--- config.mk ---
export PLATFORM = sky130hd
export DESIGN_NAME = accel_spi_poller_flat
export DESIGN_NICKNAME = d
export VERILOG_FILES = /design/src/rtl/accel_spi_poller_if.sv /design/src/rtl/accel_spi_poller.sv /design/src/flat_wrapper.sv
export SDC_FILE = /design/constraint.sdc
export NUM_CORES = 1
export LEC_CHECK = 0
export ABC_AREA = 1
export ABC_CLOCK_PERIOD_IN_PS = 5100
export BUFFER_PORTS_ARGS = -buffer_cell sky130_fd_sc_hd__buf_2
export CAP_MARGIN = 20
export CORE_UTILIZATION = 50
export CTS_CLUSTER_SIZE = 25
export DETAILED_ROUTE_END_ITERATION = 10
export HOLD_SLACK_MARGIN = 0.03
export MAX_ROUTING_LAYER = met4
export PLACE_DENSITY = 0.68
export SLEW_MARGIN = 10
export SYNTH_ARGS = -nofsm -noshare
export SYNTH_HDL_FRONTEND = slang
export SYNTH_SLANG_ARGS = --single-unit
--- constraint.sdc ---
create_clock -name clock -period 5.1 [get_ports clock]
set_input_delay 0.255 -clock clock [delete_from_list [all_inputs] [get_ports clock]]
set_output_delay 0.255 -clock clock [all_outputs]
set_load 0.01 [all_outputs]
--- src/rtl/accel_spi_poller_if.sv ---
// SPI pin bundle between the accelerometer poller (master) and the sensor (slave).
interface accel_spi_poller_if;
    logic sclk;
    logic mosi;
    logic miso;
    logic cs;

    modport master (output sclk, output mosi, output cs, input miso);
    modport slave  (input sclk, input mosi, input cs, output miso);
endinterface

--- src/rtl/accel_spi_poller.sv ---
// SPI mode-0 poller for an ADXL362-class accelerometer: one POWER_CTL write after
// startup, then periodic burst reads of NUM_AXES axis registers.
// Build option ACCEL_AVG_EN: publish a 4-sample running average per axis.
module accel_spi_poller #(
    parameter int CLK_DIV        = 2,
    parameter int NUM_AXES       = 2,
    parameter int SAMPLE_PERIOD  = 4000,
    parameter int STARTUP_CYCLES = 20000
) (
    input  logic                  clock,
    input  logic                  reset,
    input  logic                  enable,
    accel_spi_poller_if.master    spi,
    output logic [NUM_AXES*8-1:0] axis_data,
    output logic                  sample_valid,
    output logic [3:0]            tilt_code,
    output logic                  init_done,
    output logic                  busy
);
    localparam int INIT_BYTES = 3;
    localparam int READ_BYTES = 2 + NUM_AXES;
    localparam int HP_W  = $clog2(16*READ_BYTES + 2);
    localparam int DIV_W = $clog2(CLK_DIV + 1);
    localparam int GAP_W = $clog2(2*CLK_DIV + 1);
    localparam int PER_W = $clog2(SAMPLE_PERIOD + 1);
    localparam int ST_W  = $clog2(STARTUP_CYCLES + 1);
    localparam int RX_W  = NUM_AXES*8;

    typedef enum logic [1:0] {ST_STARTUP, ST_INIT, ST_IDLE, ST_READ} state_t;
    state_t state, state_nxt;

    logic [DIV_W-1:0] div_cnt;
    logic [HP_W-1:0]  hp;        // half-period index: 0 setup, 1..16B bits, 16B+1 hold
    logic [HP_W-1:0]  hp_last;
    logic [HP_W-1:0]  bit_k;     // bit index within the frame while hp is in 1..16B
    logic [GAP_W-1:0] gap_cnt;
    logic [PER_W-1:0] per_cnt;
    logic [ST_W-1:0]  st_cnt;
    logic [RX_W-1:0]  rx_sr;
    logic [7:0]       tx_byte;
    logic             in_frame, div_last, frame_end, in_bit, sample_now, go;
    logic             fin_init, fin_read;
    logic [NUM_AXES-1:0][7:0] raw, pub;

    function automatic logic [7:0] frame_byte(input logic is_init, input int idx);
        if (is_init) begin
            case (idx)
                0:       return 8'h0A;   // write command
                1:       return 8'h2D;   // POWER_CTL
                default: return 8'h02;   // measure mode
            endcase
        end else begin
            case (idx)
                0:       return 8'h0B;   // read command
                1:       return 8'h08;   // XDATA, auto-increments
                default: return 8'h00;   // dummy bytes clock out the axes
            endcase
        end
    endfunction

    // Frame decode: where we are in setup/bits/hold and what the pins should show
    always_comb begin
        in_frame   = (state == ST_INIT) || (state == ST_READ);
        hp_last    = (state == ST_INIT) ? HP_W'(16*INIT_BYTES + 1) : HP_W'(16*READ_BYTES + 1);
        div_last   = (div_cnt == DIV_W'(CLK_DIV - 1));
        frame_end  = in_frame && div_last && (hp == hp_last);
        bit_k      = (hp - HP_W'(1)) >> 1;
        in_bit     = in_frame && (hp != '0) && (hp != hp_last);
        tx_byte    = frame_byte(state == ST_INIT, int'(bit_k >> 3));
        sample_now = (state == ST_READ) && in_bit && !hp[0] && (div_cnt == '0) &&
                     (bit_k >= HP_W'(16));
        go         = (state == ST_IDLE) && enable &&
                     (per_cnt == PER_W'(SAMPLE_PERIOD - 1)) &&
                     (gap_cnt == GAP_W'(2*CLK_DIV - 1));
    end

    assign spi.cs   = !in_frame;
    assign spi.sclk = in_bit && !hp[0];
    assign spi.mosi = in_bit && tx_byte[~bit_k[2:0]];
    assign busy     = in_frame;

    // State register
    always_ff @(posedge clock or posedge reset) begin
        if (reset) state <= ST_STARTUP;
        else       state <= state_nxt;
    end

    // Next-state logic
    always_comb begin
        state_nxt = state;
        case (state)
            ST_STARTUP: if (st_cnt == ST_W'(STARTUP_CYCLES - 1)) state_nxt = ST_INIT;
            ST_INIT:    if (frame_end) state_nxt = ST_IDLE;
            ST_IDLE:    if (go) state_nxt = ST_READ;
            ST_READ:    if (frame_end) state_nxt = ST_IDLE;
            default:    state_nxt = ST_STARTUP;
        endcase
    end

    // Bit timing: CLK_DIV cycles per half-period, hp walks through the frame
    always_ff @(posedge clock or posedge reset) begin
        if (reset) begin
            div_cnt <= '0;
            hp      <= '0;
        end else if (!in_frame || frame_end) begin
            div_cnt <= '0;
            hp      <= '0;
        end else if (div_last) begin
            div_cnt <= '0;
            hp      <= hp + HP_W'(1);
        end else begin
            div_cnt <= div_cnt + DIV_W'(1);
        end
    end

    // Startup, period and cs-high gap counters; all saturate so a late tick is held
    always_ff @(posedge clock or posedge reset) begin
        if (reset) begin
            st_cnt  <= '0;
            per_cnt <= '0;
            gap_cnt <= '0;
        end else begin
            if (state == ST_STARTUP && st_cnt != ST_W'(STARTUP_CYCLES - 1))
                st_cnt <= st_cnt + ST_W'(1);
            if (go)                                      per_cnt <= '0;
            else if (per_cnt != PER_W'(SAMPLE_PERIOD - 1)) per_cnt <= per_cnt + PER_W'(1);
            if (in_frame || go)                          gap_cnt <= '0;
            else if (gap_cnt != GAP_W'(2*CLK_DIV - 1))   gap_cnt <= gap_cnt + GAP_W'(1);
        end
    end

    // Shift MISO in during the dummy bytes; the first axis lands in the top byte
    always_ff @(posedge clock or posedge reset) begin
        if (reset)           rx_sr <= '0;
        else if (sample_now) rx_sr <= {rx_sr[RX_W-2:0], spi.miso};
    end

    // Frame completion flags, so outputs move one cycle after cs rises
    always_ff @(posedge clock or posedge reset) begin
        if (reset) begin
            fin_init <= 1'b0;
            fin_read <= 1'b0;
        end else begin
            fin_init <= frame_end && (state == ST_INIT);
            fin_read <= frame_end && (state == ST_READ);
        end
    end

    for (genvar a = 0; a < NUM_AXES; a++) begin : g_raw
        assign raw[a] = rx_sr[(NUM_AXES-1-a)*8 +: 8];
    end

`ifdef ACCEL_AVG_EN
    logic [NUM_AXES-1:0][2:0][7:0] hist;   // three previous samples, newest in [0]
    logic                          first_rd;

    function automatic logic signed [9:0] sx(input logic [7:0] v);
        return {{2{v[7]}}, v};
    endfunction

    for (genvar a = 0; a < NUM_AXES; a++) begin : g_avg
        logic signed [9:0] sum;
        // First read after init counts as four copies of itself
        always_comb begin
            if (first_rd) sum = sx(raw[a]) <<< 2;
            else          sum = sx(raw[a]) + sx(hist[a][0]) + sx(hist[a][1]) + sx(hist[a][2]);
        end
        assign pub[a] = sum[9:2];
    end

    // History shift on each published sample
    always_ff @(posedge clock or posedge reset) begin
        if (reset) begin
            hist     <= '0;
            first_rd <= 1'b1;
        end else if (fin_read) begin
            first_rd <= 1'b0;
            for (int a = 0; a < NUM_AXES; a++) begin
                if (first_rd) hist[a] <= {3{raw[a]}};
                else          hist[a] <= {hist[a][1:0], raw[a]};
            end
        end
    end
`else
    assign pub = raw;
`endif

    // Published outputs
    always_ff @(posedge clock or posedge reset) begin
        if (reset) begin
            axis_data    <= '0;
            tilt_code    <= 4'h8;
            sample_valid <= 1'b0;
            init_done    <= 1'b0;
        end else begin
            sample_valid <= fin_read;
            if (fin_init) init_done <= 1'b1;
            if (fin_read) begin
                axis_data <= pub;
                tilt_code <= {~pub[0][7], pub[0][6:4]};
            end
        end
    end
endmodule

--- src/flat_wrapper.sv ---
// flat-port wrapper written by rule: the top's interface ports become plain ports
module accel_spi_poller_flat 
#(
    parameter int CLK_DIV        = 2,
    parameter int NUM_AXES       = 2,
    parameter int SAMPLE_PERIOD  = 4000,
    parameter int STARTUP_CYCLES = 20000
)
  (clock, reset, enable, axis_data, sample_valid, tilt_code, init_done, busy, spi_sclk, spi_mosi, spi_cs, spi_miso);
  accel_spi_poller_if spi_i ();
  input  logic clock;
  input  logic reset;
  input  logic enable;
  output logic [NUM_AXES*8-1:0] axis_data;
  output logic sample_valid;
  output logic [3:0] tilt_code;
  output logic init_done;
  output logic busy;
  output wire logic [$bits(spi_i.sclk)-1:0] spi_sclk;
  output wire logic [$bits(spi_i.mosi)-1:0] spi_mosi;
  output wire logic [$bits(spi_i.cs)-1:0] spi_cs;
  input wire logic [$bits(spi_i.miso)-1:0] spi_miso;
  assign spi_sclk = spi_i.sclk;
  assign spi_mosi = spi_i.mosi;
  assign spi_cs = spi_i.cs;
  assign spi_i.miso = spi_miso;
  accel_spi_poller #(.CLK_DIV(CLK_DIV), .NUM_AXES(NUM_AXES), .SAMPLE_PERIOD(SAMPLE_PERIOD), .STARTUP_CYCLES(STARTUP_CYCLES)) u_core (.clock(clock), .reset(reset), .enable(enable), .spi(spi_i), .axis_data(axis_data), .sample_valid(sample_valid), .tilt_code(tilt_code), .init_done(init_done), .busy(busy));
endmodule
## Word level (Yosys, flattened, before mapping)

Index checks and enable logic that the tools add are counted.
Widths: inputs -> output; s select.

- Flip-flop bits (word level): 81
- Bits of input ports: 4
- Output and inout port bits: 26
- Word-level logic and storage cells: 87

- $add $sub $neg: 6
- Order comparisons: 2
- Eq/ne operators: 16
- Mux-type cells: 18
- Bitwise logic cells: 2
- Reductions and logical operators: 30

Operators by type and width:

| kind | number |
|---|---|
| $logic_not 32->1 | 1 |
| $mux 12 | 2 |
| $mux 7 | 3 |
| $logic_and 1x1->1 | 16 |
| $add 15x1->15 const B | 1 |
| $eq 15x15->1 const B | 1 |
| $ne 15x15->1 const B | 1 |
| $add 12x1->12 const B | 1 |
| $eq 12x12->1 const B | 1 |
| $ne 12x12->1 const B | 1 |
| $pmux 6 s2 | 1 |
| $mux 2 | 5 |
| $mux 8 | 1 |
| $pmux 4 s2 | 1 |
| $add 7x1->7 const B | 1 |
| $eq 7x7->1 | 1 |
| $ne 7x7->1 | 1 |
| $reduce_bool 7->1 | 1 |
| $sub 7x1->7 const B | 1 |
| $ge 6x5->1 const B | 1 |
| $mux 3 | 2 |
| $ne 2x1->1 const B | 3 |
| $pmux 2 s3 | 1 |
| $reduce_bool 2->1 | 3 |
| other kinds (17) | 23 |

## Logic depth before layout (Yosys ltp)

Gate-level depths: netlist of run 1.

- Depth in word-level cells: 8
- Depth in mapped cells: 13
- Depth with buffers taken out: 13

## Worst setup path before layout of run 1

No wires, ideal clock.

- Kind: register -> output
- Start point: reg u_core.hp[0]
- End point: out spi_mosi
- Arrival: 1.633 ns
- Data required time: 4.845 ns
- Setup slack: 3.212 ns
- Stages on the path, launching flop included: 11
- Path buffers: 0
- Cells stage by stage: dfrtp_1 -> inv_1 -> ha_1 -> nand2_1 -> xor2_1 -> nand3_1 -> nor2_1 -> nand3_1 -> nand3_1 -> nand2_1 -> a21oi_1

- Cells in the longest elaborated chain, start to end: 7
- Elaborated cells on any way between the ends: 14
- Those cells by class: 1 x add/sub; 2 x eq/ne; 5 x mux; 1 x bitwise; 5 x reduce/logical

Ends and longest elaborated chain:

| element | RTL line | RTL |
|---|---|---|
| from (decl) | accel_spi_poller.sv:33 | `logic [HP_W-1:0] hp;` |
| from (signal assigned) | accel_spi_poller.sv:110 | `hp <= hp + HP_W'(1);` |
| $sub 7x1->7 | accel_spi_poller.sv:67 | `bit_k = (hp - HP_W'(1)) >> 1;` |
| $logic_not 32->1 / $eq 3x1->1 (equally long branches) | accel_spi_poller.sv:47, accel_spi_poller.sv:53 |  |
| $pmux 4 s2 / $pmux 6 s2 (equally long branches) | accel_spi_poller.sv:53, accel_spi_poller.sv:47 |  |
| $mux 8 | accel_spi_poller.sv:46 | `if (is_init) begin` |
| $bmux 1 s3 | accel_spi_poller.sv:79 | `assign spi.mosi = in_bit && tx_byte[~bit_k[2:0]];` |
| $mux 1 (not written as such) | accel_spi_poller.sv:79 |  |
| $logic_and 1x1->1 * | accel_spi_poller.sv:79 |  |
| to (decl) | flat_wrapper.sv:20 | `output wire logic [$bits(spi_i.mosi)-1:0] spi_mosi;` |

Every way passes the cells marked *; elsewhere a longest branch is shown, timed or not. The select of a mux whose other input is x is not followed.

## Final worst setup path of run 1

Ends and elaborated chain as after synthesis.

==> results.sh, run 1 <==
export IMPL_worstMarginPinSlew_ns=0.9513
export IMPL_placementRows=31
export IMPL_post_cts_buffers=0
export IMPL_drt_total_wl_um=7121
export IMPL_synth_area_top_cells="dfrtp_1 (50%), nand2_1 (12%), inv_1 (5.2%)"
export IMPL_run_status="finished clean"
export IMPL_end_kind="primary output"
export IMPL_place_area_um2=4025
export IMPL_relSlewSlack=0.3658
export IMPL_drv_cap=0
export IMPL_worst_hold_slack_ns=0.1530
export IMPL_critical_path_max_fanout=7
export IMPL_start_util=0.5221
export IMPL_cp_num_buf_inv=2
export IMPL_grt_pass1_wl_um=12070
export IMPL_netlist_area_um2=3827
export IMPL_fmax_mhz=408.6
export IMPL_fin_crit_ns=2.447
export IMPL_antenna_found_initial=0
export IMPL_syn_area_per_cell_um2=8.430
export IMPL_worstSetupStartpointType="flip-flop"
export IMPL_hp_class="input pin to flip-flop"
export IMPL_finalSetupTns_ns=0
export IMPL_htreeDepth=3
export IMPL_ir_worst_vdd_v=0.0001568
export IMPL_holdBufCountCts=0
export IMPL_dieArea_um2=8008
export IMPL_synth_xor_area_frac=0.04348
export IMPL_drv_slew=0
export IMPL_cts_buffers=9
export IMPL_finalHoldViolCount=0
export IMPL_yosysWarningCount=0
export IMPL_power_total_mw=1.155
export IMPL_cp_required_ns=4.85
export IMPL_cp_common_cell="nand3_1"
export IMPL_drive_above_1_share=0.1496
export IMPL_coreArea_um2=7331
export IMPL_die_y_um=89.49
export IMPL_drtPass1Iterations=4
export IMPL_seq_area_frac_synth=0.5103
export IMPL_synth_compound_area_frac=0.06015
export IMPL_synth_distinct_cells=33
export IMPL_setup_viol=0
export IMPL_postLayoutCellArea_um2=4250
export IMPL_die_x_um=89.49
export IMPL_cpMaxStageDelayCell="dfrtp_1"
export IMPL_clockBufferDepth=2
export IMPL_rsz0062_at_grt="false"
export IMPL_crit_chain="inv_1 > ha_1 > nand3_1 > nand2_1 > nand2_1 > nand3_1 > nor2_1 > nand3_1 > nand3_1 > nand2_1 > a21oi_1 > buf_2"
export IMPL_drc=0
export IMPL_grtUsageTotal=0.2064
export IMPL_synth_top_area_share=0.5034
export IMPL_crit_type="flip-flop to primary output"
export IMPL_grt_max_degree=79
export IMPL_synthSimpleGateAreaFrac=0.2828
export IMPL_first_global_vias=2662
export IMPL_grt_overflow=0
export IMPL_ioPinCount=30
export IMPL_ys_seq_elements=78
export IMPL_ant_nets=0
export IMPL_power_density_nw_per_um2=271.7
export IMPL_synthCells=454
export IMPL_cts_sinks=78
export IMPL_gp_congestion=0.8801
export IMPL_insertion_delay_ns=0.35
export IMPL_root_buffer="clkbuf_8"
export IMPL_syn_to_final_growth_pct=11.05
export IMPL_cts_tree="built"
export IMPL_synth_area_leader_cell="dfrtp_1"
export IMPL_cp_arrival_ns=2.19
export IMPL_vias=2941
export IMPL_n_antenna_cell=0
export IMPL_fin_skew_ns=0.008538
export IMPL_dp_hpwl_um=5046
export IMPL_via_per_inst=5.010
export IMPL_fin_crit_sh=0.4799
export IMPL_io_buffer_count=29
export IMPL_critPathTopFamily="simple AND/OR/NAND/NOR gates"
export IMPL_synthAdderAreaFrac=0.02615
export IMPL_critPathMaxStageDelay_ns=0.50
export IMPL_routedWlPerCell_um=12.13
export IMPL_nNetsFinal=495
export IMPL_p_leak_nw=2.211
export IMPL_cts_resized=0
export IMPL_muxShareOfSynthArea=0.002615
export IMPL_synth_top_family_by_area="simple AND/OR/NAND/NOR gates"
export IMPL_clk_pin_slew_ns=0.08
export IMPL_syn_num_nets=466
export IMPL_drt_iter0_drc=149
synthesized netlist by cell type:
| library cell | instances |
|---|---|
| nand2_1 | 126 |
| dfrtp_1 | 77 |
| inv_1 | 53 |
| nand3_1 | 38 |
| nor2_1 | 36 |
| o21ai_0 | 23 |
| xor2_1 | 15 |
| nand2_2 | 10 |
| nor3_1 | 9 |
| ha_1 | 8 |
| nand4_1 | 8 |
| a21oi_1 | 6 |
| buf_4 | 5 |
| nor4_1 | 5 |
| clkbuf_1 | 4 |
| o21ai_2 | 4 |
| xnor2_1 | 4 |
| nor2_2 | 3 |
| buf_6 | 2 |
| inv_2 | 2 |
| nor2_4 | 2 |
| o211ai_1 | 2 |
| o22ai_1 | 2 |
| a31oi_1 | 1 |
| buf_1 | 1 |
| dfstp_2 | 1 |
| mux2i_1 | 1 |
| nand3_2 | 1 |
| nor3_4 | 1 |
| nor4_4 | 1 |
| o21ai_1 | 1 |
| o221a_2 | 1 |
| or2_2 | 1 |
state kept, by name, indices dropped and copies added (netlist names):
name	flops
u_core.st_cnt	15
u_core.gap_cnt	3
u_core.div_cnt	2
u_core.hp	7
u_core.tilt_code	4
u_core.axis_data	13
u_core.init_done	1
u_core.sample_valid	1
u_core.fin_init	1
u_core.per_cnt	12
u_core.state	2
u_core.fin_read	1
u_core.rx_sr	16
tightest hold or removal path, delay by kind of cell:
kind,cells,cell delay [ns]
AND/OR/NAND/NOR,2,0.14
buffers and inverters,1,0.08
layout by cell type, fill, tap and decap left out, types with 3 or more instances in the layout:
master / instances
a21oi_1: 6
buf_2: 29
clkbuf_8: 11
dfrtp_1: 77
ha_1: 8
inv_1: 52
inv_2: 3
nand2_1: 126
nand2_2: 10
nand3_1: 38
nand4_1: 8
nor2_1: 36
nor2_2: 3
nor3_1: 9
nor4_1: 5
o21ai_0: 23
o21ai_2: 4
xnor2_1: 4
xor2_1: 15
cell type report:
cell class / count / area (µm²)
fillers: 673 / 3080
flip-flops and latches: 78 / 1953
multi-input cells: 309 / 1589
inverters: 55 / 206.4
clock buffers: 12 / 155.1
repair buffers: 30 / 152.6
well taps: 99 / 123.9
clock inverters: 4 / 70.07
metrics by stage:
stage / setup slack, ns / utilization / std cells
5_1_grt: 2.407 / 0.5798 / 587
6_report: 2.653 / 0.5798 / 587
2_1_floorplan: 2.852 / - / 454
4_1_cts: 2.638 / 0.5798 / 587
3_3_place_gp: 2.822 / 0.5491 / 571
3_5_place_dp: 2.729 / 0.5491 / 571
logic make-up (layout without fill, tap and decap cells):
family	count (synthesis)	after routing
xor gates and xnor gates	19	19
muxes	1	1
adders and majority gates	8	8
DFF	78	78
buffers and inverters	67	101
and+or+nand+nor	241	241
AOI/OAI and AO/OA	40	40
power by group:
| group | internal (mW) | switching (mW) |
|---|---|---|
| sequential | 0.618 | 0 |
| clock | 0.301 | 0.223 |
| combinational | 0.00139 | 0.0118 |
layer usage:
| layer | GRT usage | wire, µm |
|---|---|---|
| met5 | - | 0 |
| met4 | 0.09812 | 130 |
| met3 | 0.03324 | 160 |
| met2 | 0.3095 | 3197 |
| met1 | 0.2738 | 3632 |
final timing paths:
check	startpoint	endpoint	slack, ns	depth (start not counted)
max in group asynchronous	reset	u_core.rx_sr[5]	4.29	3
max reg2reg	u_core.hp[0]	u_core.rx_sr[15]	2.71	10
max	u_core.hp[0]	spi_mosi	2.65	12
min	spi_miso	u_core.rx_sr[0]	0.15	3
min in group asynchronous	reset	u_core.st_cnt[14]	0.18	3
min reg2reg	u_core.fin_init	u_core.init_done	0.43	1
No activity file was read; power rests on OpenSTA's default activity.
==> run 2: changes to the inputs <==
ABC_CLOCK_PERIOD_IN_PS = 2000   (was 5100)
PLACE_DENSITY = 0.71   (was 0.68)
clock period = 2 ns   (was 5.1 ns; I/O delays follow)
==> run 2 against run 1 <==
Against the previous run:
- the flow now finishes with violations (setup timing)
- clock power rose to 2.6 times the previous value
- register-to-register slack worse by 2.5 ns
- combinational power rose to 3.0 times the previous value
- global-route usage up 1.1 points
- setup slack worse by 2.7 ns
- utilization up 4.5 points
- clock skew about the same
- non-clock buffer count up 30
- largest power group unchanged
- highest routed layer unchanged
==> results.sh, run 2 (synthesis gave the netlist of run 1 again) <==
export IMPL_fin_crit_sh=1.034
export IMPL_grtUsageTotal=0.2174
export IMPL_start_util=0.5221
export IMPL_syn_to_final_growth_pct=19.68
export IMPL_die_x_um=89.49
export IMPL_setup_viol=1
export IMPL_hp_class="input pin to flip-flop"
export IMPL_finalSetupTns_ns=-0.06793
export IMPL_rsz0062_at_grt="true"
export IMPL_cp_common_cell="nand2_2"
export IMPL_end_kind="primary output"
export IMPL_ir_worst_vdd_v=0.0002990
export IMPL_finalHoldViolCount=0
export IMPL_r2r_start="u_core.hp[0]"
export IMPL_placementRows=31
export IMPL_root_buffer="clkbuf_8"
export IMPL_timing_rr_end="u_core.rx_sr[2]"
export IMPL_fin_util=0.6249
export IMPL_die_y_um=89.49
export IMPL_io_buffer_count=29
export IMPL_violations="setup timing"
export IMPL_cp_arrival_ns=1.97
export IMPL_ant_nets=0
export IMPL_power_density_nw_per_um2=650.2
export IMPL_routedWlPerCell_um=12.61
export IMPL_crit_chain="buf_6 > nor2_4 > nand2_2 > nand2_2 > nand2_2 > nor2_4 > nand3_2 > nor2_1 > nand3_1 > nand3_1 > nand2_1 > a21oi_1 > buf_2"
export IMPL_largest_register_ffs=16
export IMPL_fmax_mhz=483.6
export IMPL_drtPass1Iterations=4
export IMPL_min_to="u_core.per_cnt[2]"
export IMPL_power_total_mw=2.978
export IMPL_seq_area_um2=1956
export IMPL_htreeDepth=3
export IMPL_drive_above_1_share=0.2162
export IMPL_antenna_found_initial=0
export IMPL_dp_hpwl_um=5266
export IMPL_cpMaxStageDelayCell="dfrtp_1"
export IMPL_worst_r2r_cell_count=12
export IMPL_r2r_setup_slack_ns=0.17
export IMPL_cp_required_ns=1.90
export IMPL_worstMarginPinSlew_ns=0.6175
export IMPL_top_regs="u_core.rx_sr x16, u_core.st_cnt x15, u_core.axis_data x13"
export IMPL_final_cell_mix="nand2_1 (122), dfrtp_1 (75), inv_1 (50)"
export IMPL_cts_sinks=78
export IMPL_multi_input_area_um2=1654
export IMPL_fin_ws_ns=-0.06793
export IMPL_drc=0
export IMPL_insertion_delay_ns=0.35
export IMPL_ioPinCount=30
export IMPL_drt_total_wl_um=7783
export IMPL_startpoint="u_core.hp[0]"
export IMPL_worst_hold_path_num_cells=4
export IMPL_hp_start="enable"
export IMPL_worst_hold_slack_ns=0.1109
export IMPL_crit_type="flip-flop to primary output"
export IMPL_regMostFlops="u_core.rx_sr"
export IMPL_critPathTopFamily="simple AND/OR/NAND/NOR gates"
export IMPL_relSlewSlack=0.5883
export IMPL_gp_congestion=0.8694
export IMPL_fin_crit_ns=2.068
export IMPL_via_per_inst=5.071
export IMPL_fin_cells=617
export IMPL_grt_overflow=0
export IMPL_vias=3129
export IMPL_first_global_vias=2956
export IMPL_fin_skew_ns=0.008106
export IMPL_drt_iter0_drc=148
export IMPL_p_leak_nw=2.399
export IMPL_nNetsFinal=525
export IMPL_coreArea_um2=7331
export IMPL_cts_tree="built"
export IMPL_critPathMaxStageDelay_ns=0.41
export IMPL_cp_num_buf_inv=2
export IMPL_dieArea_um2=8008
export IMPL_grt_max_degree=52
export IMPL_n_antenna_cell=0
export IMPL_mostFrequentLayoutCell="nand2_1"
export IMPL_run_status="complete, but fails checks"
export IMPL_dp_cells=582
export IMPL_drv_slew=0
export IMPL_fillers=609
export IMPL_critical_path_max_fanout=4
export IMPL_cts_buffers=9
export IMPL_grt_pass1_wl_um=12980
export IMPL_drv_cap=0
export IMPL_clk_pin_slew_ns=0.08
export IMPL_clockBufferDepth=2
export IMPL_worstSetupStartpointType="flip-flop"
run 2: changes by cell type in the layout (fill, tap and decap cells not counted), moves of 3 or more:
cell     change
nor2_2       -3
nand2_1      -4
nor2_4       +3
buf_4       +25
buf_6        +4
run 2: worst max-delay path by stage:
stage	end	slack, ns	depth (start not counted)
after global routing	spi_mosi	-0.20	13
after global placement	u_core.rx_sr[15]	0.18	12
final	spi_mosi	-0.07	13
after CTS	spi_mosi	-0.1	13
after detailed placement	u_core.rx_sr[2]	0.13	11
after floorplan	u_core.rx_sr[3]	0.24	12
run 2: repair_timing:
action	CTS	global route
setup buffers	11	7
hold buffers	2	0
hold endpoints to repair	78	0
resized for setup	7	16
pin swaps	4	8
endpoints found under the setup margin	2	19
run 2: worst reg2reg max path: cells and delay by family (launching register included):
family,cells,cell delay [ns]
DFF,1,0.41
buffers and inverters,4,0.48
and+or+nand+nor,6,0.62
adders and majority gates,1,0.15
AOI/OAI and AO/OA,1,0.05
run 2: power by group:
| group | switching, mW | total [mW] | internal [mW] |
|---|---|---|---|
| combinational | 0.0314 | 0.0390 | 0.00765 |
| sequential | 0 | 1.58 | 1.58 |
| clock | 0.559 | 1.36 | 0.804 |
run 2: cell type report:
cell class                      count  share of cell area
Clock inverter                      3             0.01420
Multi-Input combinational cell    309              0.3611
Timing Repair Buffer               60             0.08741
Inverter                           55             0.04644
Clock buffer                       13             0.03688
Sequential cell                    78              0.4269
Tap cell                           99             0.02704
run 2: per-stage QoR:
step | setup slack (ns) | instance area [µm²]
3_3_place_gp | 0.1821 | 4111
4_1_cts | -0.09903 | 4473
3_5_place_dp | 0.1318 | 4111
5_1_grt | -0.2047 | 4581
2_1_floorplan | 0.2435 | 3831
6_report | -0.06793 | 4581
run 2: metal layers:
metal,global-route usage,routed length [µm],vias to the layer above,part of all wire
li1,-,-,1564,-
met1,0.2682,3585,1487,0.46
met2,0.3470,3770,64,0.48
met3,0.05355,282,14,0.036
met4,0.07937,145,0,0.019
met5,-,0,-,0
==> run 3: changes to the inputs <==
ABC_AREA = default   (was 1)
ABC_CLOCK_PERIOD_IN_PS = 2650   (was 2000)
PLACE_DENSITY = 0.69   (was 0.71)
clock period = 2.65 ns   (was 2 ns; I/O delays follow)
==> run 3 against run 2 <==
Against the previous run:
- sequential cell count did not move
- the run now ends clean
- die area decreased by 5.3%
- synthesized cell count fell by 31%
- utilization is 2.7 points lower
- via count fell by 24%
- largest cell class unchanged
- largest power group unchanged
- count of clock-buffer cells in the layout shrank 4
==> results.sh, run 3 <==
export IMPL_run_status="finished clean"
export IMPL_switching_share=0.2466
export IMPL_clk_pin_slew_ns=0.09
export IMPL_startpoint="u_core.hp[0]"
export IMPL_drtPass1Iterations=4
export IMPL_synth_edff_count=0
export IMPL_yosysWarningCount=0
export IMPL_start_util=0.5239
export IMPL_synthTopCellsByCount="dfrtp_1 (77), mux2_2 (31), nor2_1 (27)"
export IMPL_final_cell_mix="dfrtp_1 (75), mux2_2 (31), buf_2 (29)"
export IMPL_grtUsageTotal=0.1854
export IMPL_ir_worst_vdd_v=0.0002953
export IMPL_htreeDepth=3
export IMPL_power_total_mw=2.068
export IMPL_switchingPower_mw=0.5100
export IMPL_insertion_delay_ns=0.36
export IMPL_root_buffer="clkbuf_8"
export IMPL_setup_viol=0
export IMPL_p_leak_nw=1.975
export IMPL_fmax_mhz=396.5
export IMPL_vias=2392
export IMPL_end_kind="flip-flop"
export IMPL_die_x_um=87.07
export IMPL_hp_start="enable"
export IMPL_cts_sinks=78
export IMPL_fin_ws_ns=0.1278
export IMPL_finalHoldViolCount=0
export IMPL_cp_required_ns=2.90
export IMPL_synth_top_area_share=0.5325
export IMPL_synth_distinct_cells=50
export IMPL_grt_overflow=0
export IMPL_drive_above_1_share=0.2917
export IMPL_grt_pass1_wl_um=10390
export IMPL_syn_num_nets=327
export IMPL_seq_area_frac_synth=0.5398
export IMPL_pwr_share_seq=0.575
export IMPL_power_density_nw_per_um2=500.8
export IMPL_synth_async_reset_ratio=1.000
export IMPL_drt_iter0_drc=66
export IMPL_r2r_start="u_core.hp[0]"
export IMPL_worstMarginPinSlew_ns=0.7298
export IMPL_cts_buffers=9
export IMPL_n_antenna_cell=0
export IMPL_r2r_setup_slack_ns=0.13
export IMPL_grt_max_degree=37
export IMPL_synth_most_common_cell="dfrtp_1"
export IMPL_die_y_um=87.07
export IMPL_crit_chain="buf_4 > nor2_1 > o21ai_0 > a22o_1 > nand4b_2 > mux2_1"
export IMPL_worstSetupStartpointType="flip-flop"
export IMPL_fillers=581
export IMPL_nNetsFinal=367
export IMPL_fin_crit_ns=2.522
export IMPL_ys_seq_elements=78
export IMPL_coreArea_um2=6907
export IMPL_placementRows=30
export IMPL_crit_type="flip-flop to flip-flop"
export IMPL_clockBufferDepth=2
export IMPL_drv_slew=0
export IMPL_routedWlPerCell_um=13.64
export IMPL_place_worst_setup_slack_ns=0.1070
export IMPL_ant_nets=0
export IMPL_syn_to_final_growth_pct=14.14
export IMPL_intPower_mw=1.558
export IMPL_cp_arrival_ns=2.77
export IMPL_cts_tree="built"
export IMPL_synth_area_leader_cell="dfrtp_1"
export IMPL_fin_crit_sh=0.9518
export IMPL_top_regs="u_core.rx_sr x16, u_core.st_cnt x15, u_core.axis_data x13"
export IMPL_syn_area_per_cell_um2=11.49
export IMPL_first_global_vias=2240
export IMPL_hp_class="input pin to flip-flop"
export IMPL_dp_hpwl_um=4155
export IMPL_mostFrequentLayoutCell="dfrtp_1"
export IMPL_p_clk_frac=0.410
export IMPL_gp_congestion=0.7983
export IMPL_regMostFlops="u_core.rx_sr"
export IMPL_fin_skew_ns=0.01156
export IMPL_ioPinCount=30
export IMPL_cpMaxStageDelayCell="nand4b_2"
export IMPL_drt_total_wl_um=6222
export IMPL_power_frac_comb=0.014
export IMPL_synthCells=315
export IMPL_synth_top_flop_cell="dfrtp_1"
export IMPL_via_per_inst=5.246
export IMPL_dieArea_um2=7581
export IMPL_relSlewSlack=0.5134
export IMPL_critical_path_max_fanout=16
export IMPL_antenna_found_initial=0
export IMPL_synth_area_top_cells="dfrtp_1 (53%), mux2_2 (9.6%), xnor2_1 (2.9%)"
export IMPL_worst_hold_slack_ns=0.2532
export IMPL_netlist_area_um2=3618
export IMPL_critPathMaxStageDelay_ns=0.55
export IMPL_drv_cap=0
export IMPL_io_buffer_count=29
export IMPL_largest_register_ffs=16
export IMPL_drc=0
run 3: critical path, delay by kind of cell, from the launching register on:
family | cells | cell delay [ns]
compound gates | 2 | 0.42
buf+inv | 1 | 0.17
flops | 1 | 0.44
mux | 1 | 0.50
simple gates | 2 | 0.87
run 3: layout make-up:
cell class | instances | area [µm²] | share of cell area
Sequential cell | 78 | 1956 | 0.4735
Multi-Input combinational cell | 211 | 1572 | 0.3805
Timing Repair Buffer | 41 | 240.2 | 0.05816
Clock buffer | 9 | 123.9 | 0.02999
Tap cell | 96 | 120.1 | 0.02908
Clock inverter | 7 | 63.81 | 0.01545
Inverter | 14 | 55.05 | 0.01333
run 3: power by group through the flow:
| stage | Sequential, mW | Clock, mW | Combinational (mW) |
|---|---|---|---|
| 2_1_floorplan | 1.21 | 0 | 0.0180 |
| 4_1_cts | 1.19 | 0.879 | 0.0316 |
| 3_5_place_dp | 1.21 | 0 | 0.0294 |
| 3_3_place_gp | 1.21 | 0 | 0.0291 |
| 6_report | 1.19 | 0.849 | 0.0293 |
| 5_1_grt | 1.19 | 0.926 | 0.0360 |
run 3: metal layers:
| metal | vias up | GRT usage | wire length [µm] |
|---|---|---|---|
| met5 | - | - | 0 |
| met4 | 0 | 0.09848 | 123 |
| met3 | 11 | 0.03223 | 183 |
| met2 | 44 | 0.2734 | 2954 |
| met1 | 1149 | 0.2453 | 2961 |
| li1 | 1188 | - | - |
run 3: per-stage QoR:
step / utilization / setup TNS, ns / std cells / area (µm²)
after CTS: 0.5935 / 0 / 453 / 4099
after global placement: 0.5591 / 0 / 433 / 3861
final: 0.5980 / 0 / 456 / 4130
after detailed placement: 0.5591 / 0 / 433 / 3861
after global routing: 0.5980 / -0.03289 / 456 / 4130
after floorplan: - / 0 / 315 / 3618
run 3: kinds of logic after synthesis:
kind of cell | after synthesis | share of synthesized area
buffers and inverters | 26 | 0.03112
AND/OR/NAND/NOR | 109 | 0.1632
multiplexers | 38 | 0.1172
flip-flops | 78 | 0.5398
adder cells (fa/ha/maj) | 8 | 0.02766
AO/OA/AOI/OAI | 32 | 0.06294
XOR/XNOR | 24 | 0.05809
run 3: path summary, 6_finish.rpt:
| path | depth (start not counted) | endpoint |
|---|---|---|
| max in group asynchronous | 4 | u_core.hp[0] |
| max | 6 | u_core.rx_sr[12] |
| min | 4 | u_core.per_cnt[0] |
| max reg2reg | 6 | u_core.rx_sr[12] |
| min reg2reg | 1 | u_core.tilt_code[3] |
| min in group asynchronous | 3 | u_core.sample_valid |
run 3: timing repair:
item | 4_1_cts | 5_1_grt
resized for setup | 3 | 5
hold buffers | 2 | 0
pin swaps | 1 | 4
hold endpoints to repair | 15 | 0
setup buffers | 2 | 3
setup endpoints to repair | 1 | 1
